[src/rtl/layer_text_writer.sv]
// layer_text_writer: serializes an 8-bit feature map from a synchronous RAM into
// whitespace-separated ASCII decimal text over a valid/ready byte stream.
//
// Ports:
//   clk_i        system clock
//   rst_ni       asynchronous active-low reset
//   start_i      begin a dump (sampled only when idle)
//   busy_o       high while a dump is in progress
//   done_o       one-cycle pulse after the final newline is accepted
//   raddr_o      registered RAM read address, row-major scan
//   rdata_i      RAM read data, valid one clock after raddr_o changes
//   out_valid_o  out_byte_o holds a byte to send
//   out_ready_i  sink accepts the byte when out_valid_o && out_ready_i at a rising edge
//   out_byte_o   ASCII byte: digits, space between values, newline after each row
module layer_text_writer #(
   parameter int WIDTH  = 14,
   parameter int HEIGHT = 14,
   parameter int ADDR_W = 12
) (
   input  logic              clk_i,
   input  logic              rst_ni,
   input  logic              start_i,
   output logic              busy_o,
   output logic              done_o,
   output logic [ADDR_W-1:0] raddr_o,
   input  logic [7:0]        rdata_i,
   output logic              out_valid_o,
   input  logic              out_ready_i,
   output logic [7:0]        out_byte_o
);
   typedef enum logic [2:0] {IDLE, FETCH0, FETCH1, EMIT, SEP, DONE} state_e;
   localparam int CW = WIDTH > 1 ? $clog2(WIDTH) : 1;
   localparam logic [ADDR_W-1:0] LAST = ADDR_W'(WIDTH * HEIGHT - 1);
   localparam logic [CW-1:0] COL_LAST = CW'(WIDTH - 1);
   state_e state_q, state_d;
   logic [ADDR_W-1:0] raddr_q, raddr_d;
   logic [CW-1:0] col_q, col_d;
   // dig_q[2] hundreds, [1] tens, [0] ones; idx_q counts down to the ones digit
   logic [2:0][3:0] dig_q, dig_d;
   logic [1:0] idx_q, idx_d;
   logic accept;
   logic [7:0] rem;
   logic [3:0] hun, ten, one;
   assign accept = out_valid_o && out_ready_i;
   assign raddr_o = raddr_q;
   // Divider-free decimal split: compare against hundreds, then multiples of ten.
   always_comb begin
      hun = rdata_i >= 8'd200 ? 4'd2 : rdata_i >= 8'd100 ? 4'd1 : 4'd0;
      rem = rdata_i - (hun == 4'd2 ? 8'd200 : hun == 4'd1 ? 8'd100 : 8'd0);
      ten = 4'd0;
      for (int k = 1; k < 10; k++) if (rem >= 8'(10 * k)) ten = 4'(k);
      one = 4'(rem - {4'd0, ten} * 8'd10);
   end
   always_ff @(posedge clk_i or negedge rst_ni) begin
      if (!rst_ni) begin
         state_q <= IDLE;
         raddr_q <= '0;
         col_q   <= '0;
         dig_q   <= '0;
         idx_q   <= '0;
      end else begin
         state_q <= state_d;
         raddr_q <= raddr_d;
         col_q   <= col_d;
         dig_q   <= dig_d;
         idx_q   <= idx_d;
      end
   end
   always_comb begin
      state_d = state_q;
      raddr_d = raddr_q;
      col_d   = col_q;
      dig_d   = dig_q;
      idx_d   = idx_q;
      case (state_q)
         IDLE: if (start_i) begin
            state_d = FETCH0;
            raddr_d = '0;
            col_d   = '0;
         end
         FETCH0: state_d = FETCH1;
         FETCH1: begin
            state_d = EMIT;
            dig_d   = {hun, ten, one};
            // first digit sent is the most significant non-zero one; 0 itself sends "0"
            idx_d   = hun != 4'd0 ? 2'd2 : ten != 4'd0 ? 2'd1 : 2'd0;
         end
         EMIT: if (accept) begin
            if (idx_q == 2'd0) state_d = SEP;
            else idx_d = idx_q - 2'd1;
         end
         SEP: if (accept) begin
            if (raddr_q == LAST) state_d = DONE;
            else begin
               state_d = FETCH0;
               raddr_d = raddr_q + ADDR_W'(1);
               col_d   = col_q == COL_LAST ? '0 : col_q + CW'(1);
            end
         end
         DONE: state_d = IDLE;
         default: state_d = IDLE;
      endcase
   end
   always_comb begin
      busy_o      = state_q != IDLE && state_q != DONE;
      done_o      = state_q == DONE;
      out_valid_o = state_q == EMIT || state_q == SEP;
      out_byte_o  = state_q == EMIT ? 8'h30 + {4'd0, dig_q[idx_q]} :
                    state_q == SEP  ? (col_q == COL_LAST ? 8'h0A : 8'h20) : 8'h00;
   end
endmodule
[config.mk]
export PLATFORM = sky130hd
export DESIGN_NAME = layer_text_writer
export DESIGN_NICKNAME = d
export VERILOG_FILES = /design/src/rtl/layer_text_writer.sv
export SDC_FILE = /design/constraint.sdc
export NUM_CORES = 1
export LEC_CHECK = 0
export CAP_MARGIN = 40
export CORE_ASPECT_RATIO = 0.6
export CORE_MARGIN = 5
export CORE_UTILIZATION = 33
export CTS_CLUSTER_SIZE = 10
export DETAILED_ROUTE_END_ITERATION = 12
export MAX_ROUTING_LAYER = met4
export PLACE_DENSITY_LB_ADDON = 0.2
export SLEW_MARGIN = 20
export SYNTH_ARGS = -nofsm -noshare
export SYNTH_HDL_FRONTEND = slang
export SYNTH_SLANG_ARGS = --single-unit
[constraint.sdc]
create_clock -name clk_i -period 2.7 [get_ports clk_i]
set_clock_uncertainty 0.2 [all_clocks]
set_input_delay 0.405 -clock clk_i [delete_from_list [all_inputs] [get_ports clk_i]]
set_output_delay 0.405 -clock clk_i [all_outputs]
set_load 0.02 [all_outputs]
======== Yosys cells after proc, flatten, opt, wreduce, memory -nomap -nowiden ========
Cells that the tools add are included.
Widths: inputs -> output; s select.
operators by class
  add/subtract/negate cells ............... 6
  multipliers ............................. 1
  divide/modulo/power cells ............... 0
  order comparisons ....................... 12
  eq/ne operators ......................... 16
  shift operators ......................... 0
  multiplexer cells ....................... 38
  bitwise operators ....................... 0
  reductions and logical operators ........ 13
operators with widths
  kind                   number
  $mux 4                 12
  $mux 12                3
  $ge 8x7->1 const B     4
  $ge 8x6->1 const B     3
  $pmux 12 s2            1
  $ge 8x5->1 const B     2
  $mux 3                 5
  $pmux 3 s5             1
  $mux 7                 2
  $add 12x1->12 const B  1
  $eq 12x8->1 const B    1
  $mux 6                 2
  $ne 2x2->1 const B     6
  $mux 2                 5
  $bmux 4 s2             1
  $ge 8x4->1 const B     1
  $ge 8x8->1 const B     1
  $mux 8                 1
  $pmux 4 s2             1
  $reduce_and 4->1       2
  $reduce_bool 4->1      2
  $sub 8x8->8            1
  $add 6x4->7 const A    1
  $eq 3x2->1 const B     2
  20 further kinds       25
storage, ports and cells
  register bits after elaboration ......... 33
  bits in latches ......................... 0
  RAM bits ................................ 0
  memory bits (read-only) ................. 0
  output and inout bits ................... 23
  memories kept ........................... 0

======== Depth between registers and ports, before layout ========
Gate-level depths: netlist of the first run.
  word-level depth ........................ 21
  depth in mapped cells ................... 21
  mapped depth without buffers ............ 19

======== Worst setup path before layout of the first run ========
Ideal clock, no wire load.
  path kind ............................... input-to-reg
  start ................................... input rdata_i[4]
  end ..................................... register dig_q[3] (netlist name)
  setup time .............................. 0.065 ns
  arrival time ............................ 4.088 ns
  data required time ...................... 2.435 ns
  slack ................................... -1.653 ns
  cell stages on the path ................. 20
  buffers on the path ..................... 2
  cell sequence ........................... buf_6 o311ai_2 nand2_1 inv_1 ha_1 inv_1 fa_1 nor3_1 a2bb2oi_2 buf_2 a21oi_1 a2bb2oi_1 o22ai_1 o21ai_2 ha_1 fa_1 xor2_1 or3_1 mux2i_1 a211o_1
between the ends
  longest elaborated chain between the ends .. 19
  elaborated cells on any way between the ends .. 29
RTL lines
  element               RTL line  RTL
  start, declared       26        input logic [7:0] rdata_i,
  $ge 8x7->1            48        hun = rdata_i >= 8'd200 ? 4'd2 : rdata_i >= 8'd100 ? 4'd1 : 4'd0;
  $mux 1                48
  $mux 2 *              48
  named net hun[0]      43        logic [3:0] hun, ten, one;
  $eq 2x1->1            49        rem = rdata_i - (hun == 4'd2 ? 8'd200 : hun == 4'd1 ? 8'd100 : 8'd0);
  $mux 7                49
  $mux 8 *              49
  $sub 8x8->8 *         49
  $ge 8x4->1            51        for (int k = 1; k < 10; k++) if (rem >= 8'(10 * k)) ten = 4'(k);
  $mux 1                51
  $mux 2                51
  $mux 4 (6 in series)  51
  $mux 4 *              51
  named net ten[0]      43
  $mul 4x3->3 *         52        one = 4'(rem - {4'd0, ten} * 8'd10);
  $sub 4x4->4 *         52
  end signal, assigned  65        dig_q <= dig_d;
  end, declared         39        logic [2:0][3:0] dig_q, dig_d;
Mark *: on every way through the listed nets, which the timed path passes. The rest lies on a longest branch.
A chain may end at the register's enable or synchronous reset.

======== Worst setup path after layout of the first run ========
  start ................................... input rdata_i[3]
  end ..................................... register dig_q[3] (netlist name)
Same word-level chain as after synthesis.

==> metrics, run 1 <==
setup ws final=-1130 ps; Setup Viol. Count Final=8; clk sink count=31; Synth-to-Final Area Change=59.1%; nets=370; number of global-route vias before repair=1,981; post-synth top area cell=dfrtp_1; startpoint types=primary input; top cells by area, synth=dfrtp_1 (35%), nor2_1 (5.5%), o21ai_0 (5.2%); gr usage total=approximately 15%; H-tree depth=2; number of synthesized flops with an enable pin=0; Die H=approximately 74 um; Tmin final=between 3000 and 4000 ps; Initial Utilization=33.8%; Final Hold Viols=0; vias per std cell=slightly below 5; sequential area share after synthesis=between 30% and 40%; clk slew on worst S/H paths=around 50 ps; Main synth FF type=dfrtp_1; Finished Cell Area=about 3600 um^2; later-pin clock latency in the skew report=about 270 ps; worst slack, placed=-1750 ps; Post-Synthesis Cells=roughly 260; Worst path slowest cell=fa_2; Relative slew margins=about half; DR iter-0 viols=about 140; Seq pwr share=between 20% and 30%; hold bufs inserted after CTS=0; antenna violations before repair=0; core area=between 6000 and 7000 um^2; CTS root buf=clkbuf_16; required time of the critical path=2710 ps; R2R setup slack=roughly 200 ps; clock share of power=approximately 23%; placed cell area=3010 um^2; post-layout util=53.7%; WHS Path Cells=2; beginning of the worst register-to-register path=raddr_o[0]; GPL Wtd Cong=0.924; Hold Path End=dig_q[2]; grt ovf=0; first-pass GRT wire length=slightly below 10,000 um; worst-margin pin slew=743 ps; mapped cell area=2230 um^2; IO Port Bufs=32; drt pass-1 iters=4; fin crit share=142%; Worst EP arrival=3840 ps; status=complete, but fails checks; fmax=~260 MHz; Avg Synthesized Cell Area=~8.6 um^2; Tot Pwr=0.00254 W; hold wc startpoint=dig_q[2]; chip width=approximately 120 um; row count=23; internal power=about 0.0016 W; Critical Path Sink Type=flip-flop; CTS tree=done; DRC viols=0; IO Pins=35; critical path class=primary input to flip-flop; largest stage delay on the critical path=390 ps; Bufs on Longest Clock Path=2; number of warnings issued by yosys=0; worst hold-check path type=flip-flop to flip-flop; Synth top area share=a little over a third; vias post-DR=~2,200; unrepaired setup endpoints after global routing=yes; hpwl dp=around 4800 um; Cell variety after synth=59; Antenna Violating Nets Remaining=0; drt wl/cell=14.7 um; worst-case reg-to-reg path depth=8; layout cells sized above 1=~36%; final WL=6400 um; flops & latches, synth=31; post-synthesis async set-or-reset flop share=100%; static leakage=1.60 nW; max cap viols=0; failing checks=negative setup slack; Switching Fraction=a little under two fifths; Power per Cell Area=a little over 700 nW/um^2; Max rail drop VDD=between 0.3 and 0.4 mV; die area=about 8600 um^2; net switching power=~0.00094 W; reg2reg end=raddr_o[7]; CP cell instances=buf_8 -> o311ai_4 -> nand2_4 -> inv_4 -> ha_4 -> inv_2 -> fa_2 -> xnor2_2 -> nand2_2 -> mux2_4 -> a311oi_2 -> o21ai_2 -> ha_4 -> fa_2 -> xor2_1 -> or3_1 -> mux2i_1 -> a211o_1; TritonCTS buffer count=5; Max Fanout on Critical Path=4; # diodes=0; hold slack=~280 ps; largest net degree at the start of global routing=32; combinational power share=51.3%; pins over their slew limit=0
per-stage QoR:
| stage | setup TNS, ps | std cells |
|---|---|---|
| floorplan | -3720 | 260 |
| global placement | -7560 | 411 |
| detailed placement | -7880 | 411 |
| CTS | -3060 | 430 |
| global route | -3850 | 435 |
| finish | -3020 | 435 |
repair_timing:
item	4_1_cts	5_1_grt
buffers inserted	13	6
pin swaps	17	26
resized for setup	47	45
cloned	0	0
setup endpoints to repair	10	13
worst max path at each step:
stage / startpoint / to
after floorplan: rdata_i[4] / dig_q[3]
after global placement: rdata_i[4] / dig_q[3]
after detailed placement: rdata_i[3] / dig_q[3]
after CTS: rdata_i[4] / dig_q[3]
after global routing: rdata_i[3] / dig_q[3]
final: rdata_i[3] / dig_q[3]
synthesized netlist by cell type, types with 3 or more instances:
| cell type | count |
|---|---|
| and3_1 | 5 |
| clkbuf_1 | 7 |
| nand4_1 | 3 |
| nand3_1 | 9 |
| o31ai_1 | 4 |
| nor2b_1 | 3 |
| a21oi_1 | 7 |
| inv_1 | 12 |
| xor2_1 | 7 |
| ha_1 | 9 |
| nor2_1 | 33 |
| dfrtp_1 | 31 |
| o21ai_0 | 23 |
| xnor2_1 | 6 |
| nand2_1 | 24 |
| and2_1 | 3 |
| nand2b_1 | 6 |
| mux2_2 | 3 |
| mux2i_1 | 6 |
| or2_2 | 3 |
| nor3_1 | 6 |
| a211oi_1 | 3 |
state kept, by name (all words and copies together) (netlist names):
| register | cells |
|---|---|
| raddr_o | 12 |
| dig_q | 10 |
| col_q | 4 |
| state_q | 3 |
| idx_q | 2 |
cell usage in the layout (no fill, tap or decap), types with 5 or more instances in the layout:
| cell type | netlist | layout |
|---|---|---|
| xor2_1 | 7 | 6 |
| mux2i_1 | 6 | 6 |
| nand2_1 | 24 | 22 |
| nor2_1 | 33 | 29 |
| clkdlybuf4s50_1 | 0 | 22 |
| xnor2_1 | 6 | 5 |
| dfrtp_1 | 31 | 31 |
| buf_6 | 2 | 6 |
| buf_4 | 2 | 54 |
| clkbuf_16 | 0 | 5 |
| o21ai_0 | 23 | 13 |
| ha_1 | 9 | 5 |
| o21ai_2 | 1 | 7 |
| nand2b_1 | 6 | 5 |
| nand3_1 | 9 | 9 |
| inv_1 | 12 | 9 |
layer usage:
layer	global-route usage [%]	vias to the layer above	wire, um
met4	3.86	0	80
met5	-	-	0
li1	-	1089	-
met1	24.2	997	3330
met3	3.05	8	403
met2	18.1	59	2590
worst max-delay path: cells and delay by family:
family | cells | cell delay, ps
and+or+nand+nor | 3 | 550
muxes | 2 | 430
buffers and inverters | 3 | 210
xor gates and xnor gates | 2 | 370
adders and majority gates | 4 | 1060
AOI/OAI and AO/OA | 4 | 830
power by group through the flow:
| stage | clock network (W) | registers (W) | logic [W] |
|---|---|---|---|
| global route | 0.000606 | 0.000673 | 0.00142 |
| CTS | 0.000586 | 0.000654 | 0.00120 |
| global placement | 0 | 0.000660 | 0.00113 |
| floorplan | 0 | 0.000633 | 0.000715 |
| detailed placement | 0 | 0.000662 | 0.00113 |
| finish | 0.000576 | 0.000659 | 0.00130 |
final cells by class:
type,instances,area (um^2)
multi-input cells,203,1620
repair buffers,94,846
clock buffers,8,156
flip-flops and latches,31,776
well taps,87,109
fillers,596,3060
inverters,12,47.5
cells by family after synthesis:
group / count (synthesis) / synth area share [%]
buf+inv: 26 / 5.49
compound gates: 62 / 19.4
fa+ha+maj: 11 / 6.83
other cells: 1 / 0.168
simple gates: 105 / 23.5
flops: 31 / 34.7
xor+xnor: 13 / 5.10
mux: 10 / 4.87
(Power assumes the default switching activity.)
==> run 2, diff against run 1 <==
CORE_UTILIZATION = 54   (was 33)
==> run 2 against run 1 <==
The flow still finishes with violations (negative setup slack). Via count up 22%. Non-clock buffer count up 2. Cell count down 8.0%. Critical path depth did not move. Total power decreased by 1.1%. Count of clock-buffer cells in the layout unchanged. Combinational power increased by 8%. Worst hold slack better by 12 ps. Utilization rose by 31 points.
==> metrics, run 2 (synthesized netlist as in run 1, its figures left out) <==
status=complete, but fails checks; failing checks=negative setup slack; static leakage=1.57 nW (-1.7%); layout cells sized above 1=35.7% (+0.082 points); nets=372 (+0.54%); clk slew on worst S/H paths=80 ps (+30 ps); row count=18 (-22%); vias post-DR=2,633 (+22%); multi-input logic area=1600 um^2 (-1.1%); most frequent cells in the layout=buf_4 (58), nor2_1 (31), dfrtp_1 (31); IO Port Bufs=32 (unchanged); Reg area=776 um^2 (unchanged); critical path class=primary input to flip-flop; most common cell after layout, fill and taps aside=buf_4; H-tree depth=2 (unchanged); # diodes=0 (unchanged); Relative slew margins=51.4% (+0.92 points); first-pass GRT wire length=11,400 um (+15%); chip width=93.1 um (-20%); hold bufs inserted after CTS=0 (unchanged); Tmin final=4050 ps (+218 ps); DRC viols=0 (unchanged); Final Hold Viols=0 (unchanged); later-pin clock latency in the skew report=300 ps (+30 ps); unrepaired setup endpoints after global routing=yes; Bufs on Longest Clock Path=2 (unchanged); drt wl/cell=21.6 um (+47%); drt pass-1 iters=6 (+2); Power per Cell Area=734 nW/um^2 (+2.8%); clk sink count=31 (unchanged); fin crit share=150% (+8.1 points); core area=4050 um^2 (-39%); R2R setup slack=20 ps (-180 ps); Critical Path Sink Type=flip-flop; Max Fanout on Critical Path=8 (+4); CTS tree=done; Setup Viol. Count Final=8 (unchanged); IO Pins=35 (unchanged); pins over their slew limit=0 (unchanged); GPL Wtd Cong=0.886 (-4.2%); Fill cells=195 (-67%); Die H=59.8 um (-19%); CTS root buf=clkbuf_8; worst-margin pin slew=730 ps (-13.8 ps); grt ovf=0 (unchanged); post-layout util=84.4% (+31 points); fmax=247 MHz (-5.4%); final WL=8640 um (+35%); Synth-to-Final Area Change=53.1%; max FFs per register=12 (unchanged); required time of the critical path=2740 ps (+30 ps); Max rail drop VDD=0.532 mV (+76%); vias per std cell=6.58 (+33%); gr usage total=28.2% (+13 points); Initial Utilization=55.1% (+21 points); DR iter-0 viols=356 (+160%); hpwl dp=4790 um (about the same); number of global-route vias before repair=2,190 (+11%); die area=5570 um^2 (-35%); largest net degree at the start of global routing=32 (unchanged); Worst EP arrival=4090 ps (+250 ps); max cap viols=0 (unchanged); antenna violations before repair=0 (unchanged); startpoint types=primary input; worst hold-check path type=primary input to async pin; setup ws final=-1350 ps (-218 ps); worst slack, placed=-1950 ps (-199 ps); Antenna Violating Nets Remaining=0 (unchanged); TritonCTS buffer count=5 (unchanged)
[run 2: timing repair]
| item | 4_1_cts | 5_1_grt |
|---|---|---|
| setup buffers | 16 | 7 |
| gates resized for setup | 59 | 24 |
| setup endpoints to repair | 9 | 19 |
| pin swaps | 18 | 14 |
[run 2: final cells by class]
cell class	count	share of cell area, %
clock buffers	8	2.93
flip-flops and latches	31	22.7
multi-input cells	203	46.8
well taps	50	1.83
repair buffers	96	24.4
inverters	12	1.32
[run 2: report_power, final]
group,total (W),switching (W),internal [W]
logic,0.00141,0.000763,0.000643
registers,0.000681,0.000109,0.000572
clock network,0.000424,0.000191,0.000233
[run 2: path summary, 6_finish.rpt]
| kind | cells after the start | from | end |
|---|---|---|---|
| worst max-delay path | 18 | rdata_i[2] | dig_q[3] |
| worst min-delay path | 2 | rst_ni | dig_q[6] |
| worst max register to register | 8 | raddr_o[0] | raddr_o[2] |
| worst min register to register | 2 | dig_q[2] | dig_q[2] |
| max in group asynchronous | 2 | rst_ni | dig_q[5] |
| min in group clk_i | 2 | dig_q[2] | dig_q[2] |
[run 2: metal layers]
metal | global-route usage (%) | wire length [um] | vias to the layer above
met5 | - | 0 | -
met4 | 8.14 | 498 | 0
met3 | 6.79 | 889 | 70
met2 | 41.4 | 3740 | 234
met1 | 39.0 | 3510 | 1238
li1 | - | - | 1091
[run 2: metrics by stage]
| stage | setup TNS, ps | hold slack, ps | instances | power, W | instance area (um^2) |
|---|---|---|---|---|---|
| 3_5_place_dp | -8880 | 273 | 370 | 0.00179 | 2920 |
| 6_report | -4870 | 294 | 400 | 0.00251 | 3420 |
| 4_1_cts | -3240 | 294 | 393 | 0.00229 | 3280 |
| 2_1_floorplan | -3720 | -90.6 | 260 | 0.00135 | 2310 |
| 3_3_place_gp | -7980 | 269 | 370 | 0.00176 | 2920 |
| 5_1_grt | -5690 | 319 | 400 | 0.00259 | 3420 |
[run 2: worst max-delay path, stage by stage]
cell	delay [ps]
clkdlybuf4s15_2	210
o311ai_4	270
nand2b_4	110
nand2_4	80
buf_4	120
ha_4	210
nor4_4	390
buf_6	200
o21a_1	170
o21ai_0	120
a311oi_2	320
o21ai_2	110
ha_4	170
fa_2	380
xor2_2	200
or3_4	330
mux2i_1	150
a211o_1	130
